--- src/rtl/spi_slave_pkg.sv ---
// Shared constants and types for the SPI mode-3 slave.
package spi_slave_pkg;

  localparam int         DATA_W_DEF    = 8;
  localparam logic [7:0] IDLE_FILL_DEF = 8'hFF;

  // SPI mode 3: clock idles high, data captured on the rising edge.
  localparam logic CPOL = 1'b1;
  localparam logic CPHA = 1'b1;

  typedef enum logic [0:0] {
    IDLE  = 1'b0,
    SHIFT = 1'b1
  } state_e;

endpackage

--- src/rtl/spi_sync_edge.sv ---
// Multi-flop synchronizer for one asynchronous SPI pin, with a delay flop
// behind it so single-cycle rise/fall pulses can be derived in sys_clk.
module spi_sync_edge #(
  parameter int   SYNC_STAGES = 2,
  parameter logic RST_VAL     = 1'b0
) (
  input  logic sys_clk,
  input  logic sys_rst_n,
  input  logic in_pin,
  output logic level,
  output logic rise,
  output logic fall
);

  logic [SYNC_STAGES-1:0] sync_q;
  logic                   dly_q;

  // Shift the pin through the synchronizer chain, then one extra delay flop.
  always_ff @(posedge sys_clk or negedge sys_rst_n) begin
    if (!sys_rst_n) begin
      sync_q <= {SYNC_STAGES{RST_VAL}};
      dly_q  <= RST_VAL;
    end else begin
      sync_q <= {sync_q[SYNC_STAGES-2:0], in_pin};
      dly_q  <= sync_q[SYNC_STAGES-1];
    end
  end

  assign level = sync_q[SYNC_STAGES-1];
  assign rise  = level & ~dly_q;
  assign fall  = ~level & dly_q;

endmodule

--- src/rtl/spi_slave_rx_tx.sv ---
// SPI mode-3 slave: oversampled pins, MOSI deserializer with valid pulse,
// MISO serializer fed from a one-entry ready/valid holding buffer.
//
// state | meaning
// ------+---------------------------------------------------------------
// IDLE  | CS high; SPI clock ignored, MISO released (oe=0, level 1)
// SHIFT | CS low; capture MOSI on SCLK rise, drive MISO on SCLK fall
module spi_slave_rx_tx
  import spi_slave_pkg::*;
#(
  parameter int                SYNC_STAGES = 2,
  parameter int                DATA_W      = DATA_W_DEF,
  parameter logic [DATA_W-1:0] IDLE_FILL   = DATA_W'(IDLE_FILL_DEF)
) (
  input  logic              sys_clk,
  input  logic              sys_rst_n,
  input  logic              spi_clk_i,
  input  logic              spi_cs_i,
  input  logic              spi_mosi_i,
  output logic              spi_miso_o,
  output logic              spi_miso_oe,
  output logic [DATA_W-1:0] rx_data,
  output logic              rx_valid,
  input  logic [DATA_W-1:0] tx_data,
  input  logic              tx_valid,
  output logic              tx_ready,
  output logic              tx_underrun,
  output logic              frame_start,
  output logic              frame_end,
  output logic              frame_abort
);

  localparam int              CNT_W    = (DATA_W > 1) ? $clog2(DATA_W) : 1;
  localparam logic [CNT_W-1:0] LAST_BIT = CNT_W'(DATA_W - 1);

  logic sclk_level_unused, sclk_rise, sclk_fall;
  logic cs_level_unused, cs_rise, cs_fall;
  logic mosi_level, mosi_rise_unused, mosi_fall_unused;

  spi_sync_edge #(.SYNC_STAGES(SYNC_STAGES), .RST_VAL(CPOL)) u_sync_sclk (
    .sys_clk   (sys_clk),
    .sys_rst_n (sys_rst_n),
    .in_pin    (spi_clk_i),
    .level     (sclk_level_unused),
    .rise      (sclk_rise),
    .fall      (sclk_fall)
  );

  spi_sync_edge #(.SYNC_STAGES(SYNC_STAGES), .RST_VAL(1'b1)) u_sync_cs (
    .sys_clk   (sys_clk),
    .sys_rst_n (sys_rst_n),
    .in_pin    (spi_cs_i),
    .level     (cs_level_unused),
    .rise      (cs_rise),
    .fall      (cs_fall)
  );

  spi_sync_edge #(.SYNC_STAGES(SYNC_STAGES), .RST_VAL(1'b0)) u_sync_mosi (
    .sys_clk   (sys_clk),
    .sys_rst_n (sys_rst_n),
    .in_pin    (spi_mosi_i),
    .level     (mosi_level),
    .rise      (mosi_rise_unused),
    .fall      (mosi_fall_unused)
  );

  state_e            state_q;
  logic [CNT_W-1:0]  bit_cnt_q;
  logic [DATA_W-1:0] rx_shift_q;
  logic [DATA_W-1:0] tx_shift_q;
  logic [DATA_W-1:0] hold_q;
  logic              full_q;

  logic              frame_go;
  logic              word_done;
  logic              load;
  logic              tx_hs;
  logic [DATA_W-1:0] load_val;
  logic              load_underrun;

  assign tx_ready  = ~full_q;
  assign tx_hs     = tx_valid & ~full_q;
  assign frame_go  = (state_q == IDLE) && cs_fall;
  // CS activity in the same cycle masks any SCLK edge.
  assign word_done = (state_q == SHIFT) && !cs_rise && !cs_fall &&
                     sclk_rise && (bit_cnt_q == LAST_BIT);
  assign load      = frame_go || word_done;

  // Next transmit word: buffered word, else same-cycle bypass, else fill.
  always_comb begin
    load_val      = IDLE_FILL;
    load_underrun = 1'b0;
    if (full_q) begin
      load_val = hold_q;
    end else if (tx_valid) begin
      load_val = tx_data;
    end else begin
      load_underrun = 1'b1;
    end
  end

  // One-entry TX holding buffer; a bypass load never writes it.
  always_ff @(posedge sys_clk or negedge sys_rst_n) begin
    if (!sys_rst_n) begin
      hold_q <= '0;
      full_q <= 1'b0;
    end else if (load) begin
      if (full_q) begin
        full_q <= tx_hs;
        if (tx_hs) hold_q <= tx_data;
      end
    end else if (tx_hs) begin
      hold_q <= tx_data;
      full_q <= 1'b1;
    end
  end

  // Frame FSM, shift registers, MISO driver and status pulses.
  always_ff @(posedge sys_clk or negedge sys_rst_n) begin
    if (!sys_rst_n) begin
      state_q     <= IDLE;
      bit_cnt_q   <= '0;
      rx_shift_q  <= '0;
      tx_shift_q  <= '0;
      rx_data     <= '0;
      rx_valid    <= 1'b0;
      tx_underrun <= 1'b0;
      frame_start <= 1'b0;
      frame_end   <= 1'b0;
      frame_abort <= 1'b0;
      spi_miso_o  <= 1'b1;
      spi_miso_oe <= 1'b0;
    end else begin
      rx_valid    <= 1'b0;
      tx_underrun <= 1'b0;
      frame_start <= 1'b0;
      frame_end   <= 1'b0;
      frame_abort <= 1'b0;
      case (state_q)
        IDLE: begin
          if (cs_fall) begin
            state_q     <= SHIFT;
            frame_start <= 1'b1;
            bit_cnt_q   <= '0;
            tx_shift_q  <= load_val;
            tx_underrun <= load_underrun;
            spi_miso_o  <= load_val[DATA_W-1];
            spi_miso_oe <= 1'b1;
          end
        end
        SHIFT: begin
          if (cs_rise) begin
            state_q     <= IDLE;
            frame_end   <= 1'b1;
            frame_abort <= (bit_cnt_q != '0);
            bit_cnt_q   <= '0;
            rx_shift_q  <= '0;
            spi_miso_o  <= 1'b1;
            spi_miso_oe <= 1'b0;
          end else if (!cs_fall) begin
            if (sclk_fall) begin
              spi_miso_o <= tx_shift_q[DATA_W-1];
            end
            if (sclk_rise) begin
              rx_shift_q <= {rx_shift_q[DATA_W-2:0], mosi_level};
              if (bit_cnt_q == LAST_BIT) begin
                rx_data     <= {rx_shift_q[DATA_W-2:0], mosi_level};
                rx_valid    <= 1'b1;
                bit_cnt_q   <= '0;
                tx_shift_q  <= load_val;
                tx_underrun <= load_underrun;
              end else begin
                tx_shift_q <= tx_shift_q << 1;
                bit_cnt_q  <= bit_cnt_q + CNT_W'(1);
              end
            end
          end
        end
        default: state_q <= IDLE;
      endcase
    end
  end

endmodule

--- config.mk ---
export PLATFORM = sky130hd
export DESIGN_NAME = spi_slave_rx_tx
export DESIGN_NICKNAME = d
export VERILOG_FILES = /design/src/rtl/spi_slave_pkg.sv /design/src/rtl/spi_sync_edge.sv /design/src/rtl/spi_slave_rx_tx.sv
export SDC_FILE = /design/constraint.sdc
export NUM_CORES = 1
export LEC_CHECK = 0
export BUFFER_PORTS_ARGS = -buffer_cell sky130_fd_sc_hd__buf_2
export CORE_MARGIN = 10
export CORE_UTILIZATION = 35
export DETAILED_ROUTE_END_ITERATION = 7
export HOLD_SLACK_MARGIN = 0.03
export SYNTH_ARGS = -nofsm -noshare
export SYNTH_HDL_FRONTEND = slang
export SYNTH_SLANG_ARGS = --single-unit
--- constraint.sdc ---
create_clock -name sys_clk -period 2.6 [get_ports sys_clk]
set_input_delay 0 -clock sys_clk [delete_from_list [all_inputs] [get_ports sys_clk]]
set_output_delay 0 -clock sys_clk [all_outputs]
set_load 0.05 [all_outputs]
======== Yosys cells after proc, flatten, opt, wreduce, memory -nomap -nowiden ========
Cells that the tools add are included.
operators by class
  add/sub/neg operators ................... 1
  muxes and demuxes ....................... 52
  reductions and logical operators ........ 17
  bitwise gates (word level) .............. 13
  eq/ne operators ......................... 11
operators with widths
  operator               count
  $mux W8                10
  $mux W1                28
  $mux W7                3
  $pmux W8 S2            1
  $mux W3                5
  $ne A2 B2 Y1 const B   7
  $ne A3 B3 Y1 const B   3
  $reduce_and A3 Y1      3
  $not A1 Y1             8
  $pmux W1 S2            4
  $pmux W3 S2            1
  $and A1 B1 Y1          5
  $logic_and A1 B1 Y1    5
  $reduce_and A5 Y1      1
  $reduce_and A4 Y1      1
  $reduce_bool A2 Y1     2
  $add A3 B1 Y3 const B  1
  $eq A3 B3 Y1 const B   1
  $reduce_bool A3 Y1     1
  $logic_not A1 Y1       2
  $reduce_and A2 Y1      1
  $logic_or A1 B1 Y1     1
word-level totals
  logic and storage cells ................. 113
  output and inout port bits .............. 16
  input port bits ......................... 14
  flip-flop bits (word level) ............. 51

======== Logic depth before layout (Yosys ltp) ========
  depth after elaboration ................. 9
  gate-level depth with buffers ........... 7
  mapped depth without buffers ............ 6

======== Hierarchy ========
A second synthesis with hierarchy kept.
unflattened totals
  cells, all modules ...................... 179
  area, all modules ....................... 2313.5 um^2
modules (own cells, without submodules)
  module                          area an instance (um^2)  times used  sequential area each (um^2)  cells each
  spi_slave_rx_tx                 2035.7                   1           1077.3                       164
  spi_sync_edge at u_sync_cs ...  93.8                     2           78.8                         5
  spi_sync_edge at u_sync_mosi    90.1                     1           75.1                         5

======== Worst setup path before layout ========
Ideal clock, no wire load.
  path type ............................... reg2reg
  start point ............................. register u_sync_cs.dly_q
  end point ............................... register hold_q[0]
  arrival time ............................ 1834 ps
  data required time ...................... 2475 ps
  library setup time ...................... 125 ps
  cell stages (with the launch flop) ...... 8
  period minus slack after synthesis ...... 1959 ps
  setup slack ............................. 641 ps
  path buffers ............................ 1
  cell sequence ........................... dfstp_2 inv_1 ha_1 nand2b_4 nor3_4 a211o_1 buf_6 mux2_4
between the ends
  cells in the longest elaborated chain, start to end .. 9
  elaborated cells between the ends (all ways) .. 13
  classes of those cells .................. 1 x eq/ne; 1 x mux; 3 x bitwise; 8 x reduce/logical
RTL lines
  item                                                      line                    text
  from (decl)                                               spi_sync_edge.sv:16     logic dly_q;
  from (signal assigned)                                    spi_sync_edge.sv:25     dly_q <= sync_q[SYNC_STAGES-1];
  $not A1 Y1                                                spi_sync_edge.sv:30     assign rise = level & ~dly_q;
  $and A1 B1 Y1                                             spi_sync_edge.sv:30
  $logic_not A1 Y1                                          spi_slave_rx_tx.sv:85   assign word_done = (state_q == SHIFT) && !cs_rise && !cs_fall &&
  $logic_and A1 B1 Y1 (3 in series)                         spi_slave_rx_tx.sv:85
  $logic_and A1 B1 Y1                                       spi_slave_rx_tx.sv:86   sclk_rise && (bit_cnt_q == LAST_BIT);
  $logic_or A1 B1 Y1 (*)                                    spi_slave_rx_tx.sv:87   assign load = frame_go || word_done;
  $ne A2 B2 Y1 (no source line) or $mux W8 (tied branches)  --
  to (signal assigned)                                      spi_slave_rx_tx.sv:110  if (tx_hs) hold_q <= tx_data;
  to (signal assigned)                                      spi_slave_rx_tx.sv:113  hold_q <= tx_data;
  to (decl)                                                 spi_slave_rx_tx.sv:71   logic [DATA_W-1:0] hold_q;
Every way passes the cells marked *; elsewhere a longest branch is shown, timed or not.
A chain may end at the register's enable or synchronous reset.

======== Worst setup path after layout ========
  start point ............................. register u_sync_cs.dly_q
  end point ............................... register hold_q[6]
The elaborated chain is that of the path after synthesis.

==> impl_metrics.ini <==
[run_status]
outcome = complete, no violations

[yosys]
yosys_most_used_dff = dfrtp_1
yosysTopAreaCell = dfrtp_1
synth_cell_type_count = 38
syn_area_per_cell_um2 = 13.2
ys_seq_area_share_pct = 60.1
ys_ff_latch = 51
synth_top_cell_area_share_pct = 51.5
yosys-top-cells-count = 44 x dfrtp_1, 9 x mux2_2, 8 x inv_1, 8 x mux2_4, 8 x o211ai_1
synth_area_um2 = 2140
yosys-top-cells-area = dfrtp_1 51%, dfstp_2 8.6%, mux2_4 5.6%
synth.net_count = 181
synth_most_common_cell = dfrtp_1
ys_warn_count = 0
async_flop_share_pct = 100
synth-edff-count = 0
synthCells = 162

[cells_and_area]
diodes = 0
finalNetCount = 230
fin_area_um2 = 2630
fin_cells = 287
drive_gt1_share_pct = 34.0
area_delta_synth_final_pct = 22.7

[sta]
timing.setup.tns_ns = 0
fin_crit_sh_pct = 78.8
rsz0062_at_grt = false
max_freq_ghz = 0.488
tightest_slew_ns = 0.503
final-setup-viol-count = 0
finalHoldViolations = 0
slew_violations = 0
slew_headroom_pct = 66.4
skew_ns = 0.00828
fin_crit_ns = 2.05

[flow_run]
maxCapViolCount = 0

[die]
num_rows = 28
design.core.area_um2 = 5920
ioPinCount = 30
fp.dieH_um = 98.2
die_x_um = 98.2
die_area_um2 = 9640
start_util_pct = 36.1

[power]
p_total_w = 0.00205
ir_worst_vdd_mv = 0.262
power.density_nw_per_um2 = 780
p_leak_nw = 1.26

[setup_path]
cp_top_family = flip-flops
cp_num_buf_inv = 1
regToRegSetupSlack_ns = 0.55
timing.rr.end = hold_q[6]
worstReg2RegStart = u_sync_cs.dly_q
worstPathRequired_ns = 2.79
reg2reg_depth = 6
max_stage_delay_ns = 0.54
crit_path_end_kind = register
cp_slowest_cell = dfstp_2
worstSetupPathType = reg2reg
worstPathArrival_ns = 2.23
path_cells = inv_1 -> ha_1 -> nand2b_4 -> nor3_4 -> a211o_1 -> mux2_4
start_kind = register
path_max_fanout = 8

[clock_network]
clk_pin_slew_ns = 0.09
insertion_delay_ns = 0.30
cts_root_buf = clkbuf_8
clkSinkCount = 51
cts_buffer_depth = 2
cts_buffers = 5
ctsHoldBuffers = 13
post-cts-setup-buffers = 0
cts_resized = 0
cts.htree.levels = 2
cts_tree = done

[routing]
ant_nets = 0
vias = 1340
dr.pass1.iters = 3
vias_per_cell = 4.67
drt_iter0_markers = 43
drc = 0
wire_per_inst_um = 13.6
wl_mm = 3.89

[place]
numPortBuffers = 29
dpl.cell_count = 266
finalWeightedCongestion = 0.719
dp_hpwl_mm = 2.75
placed_cell_area_um2 = 2380

[global_routing]
first_global_vias = 1379
grt_max_degree = 24
grt_first_pass_wirelength_mm = 6.70
grt_usage_pct = 8.27
grt_overflow = 0
antenna_found_initial = 0

[worst_hold_path]
hold_class = in2async
cells by family after synthesis:
logic type | synth area share, %
simple gates | 8.07
compound gates | 14.0
fa+ha+maj | 2.92
mux | 11.3
flops | 60.1
buf+inv | 3.63
report_power, final:
group          internal, W  leakage (nW)  switching, W
clock network     0.000287        0.0581      0.000257
registers         0.000950         0.631     0.0000942
logic             0.000228         0.573      0.000231
layout make-up:
cell class	instances	area, um^2
inverters	10	37.5
multi-input cells	95	777
clock inverters	3	43.8
repair buffers	48	320
fillers	575	3290
clock buffers	5	68.8
flip-flops and latches	51	1280
well taps	75	93.8
metrics by stage:
step / hold slack, ns / worst slack (ns) / utilization [%]
2_1_floorplan: -0.296 / 0.641 / -
3_3_place_gp: -0.00430 / 0.586 / 40.3
3_5_place_dp: 0.000826 / 0.542 / 40.3
4_1_cts: 0.208 / 0.521 / 44.4
5_1_grt: 0.234 / 0.404 / 44.4
6_report: 0.195 / 0.552 / 44.4
placed cells by master, fill, tap and decap left out, types with 2 or more instances in the layout:
cell           synthesis  final
buf_4                  2      6
dfrtp_1               44     44
inv_1                  8      8
nand2b_1               3      3
dfstp_2                7      7
and2_1                 2      2
nor3_1                 2      2
o22ai_1                7      7
o21a_1                 7      7
clkbuf_8               0      5
dlygate4sd3_1          0     13
a22o_1                 7      7
o211ai_1               8      8
mux2_4                 8      8
mux2i_1                2      2
nand2_1                7      7
a21oi_1                3      3
nand3_1                3      3
o21ai_0                2      2
nor2b_1                2      2
buf_2                  2     29
nor2_1                 6      6
mux2_2                 9      9
ha_1                   5      5
worst max-delay path by stage:
stage                        startpoint        end  slack [ns]  depth (start not counted)
floorplan               u_sync_cs.dly_q  hold_q[0]        0.64                          7
global placement    u_sync_cs.sync_q[1]  hold_q[2]        0.59                          6
detailed placement      u_sync_cs.dly_q  hold_q[5]        0.54                          6
CTS                     u_sync_cs.dly_q  hold_q[6]        0.52                          6
global route            u_sync_cs.dly_q  hold_q[6]        0.40                          6
finish                  u_sync_cs.dly_q  hold_q[6]        0.55                          6
layer usage:
| layer | up-vias | global-route usage [%] | routed length, um |
|---|---|---|---|
| li1 | 676 | - | - |
| met1 | 634 | 10.9 | 1980 |
| met2 | 21 | 12.1 | 1650 |
| met3 | 9 | 2.75 | 172 |
| met4 | 0 | 3.64 | 94 |
| met5 | - | 0 | 0 |
registers in the layout (all words and copies together), names as in the netlist, 2 cells and up:
| register | flops |
|---|---|
| bit_cnt_q | 3 |
| hold_q | 8 |
| rx_data | 8 |
| rx_shift_q | 7 |
| tx_shift_q | 8 |
| u_sync_cs.sync_q | 2 |
| u_sync_mosi.sync_q | 2 |
| u_sync_sclk.sync_q | 2 |
(Power assumes the default switching activity.)
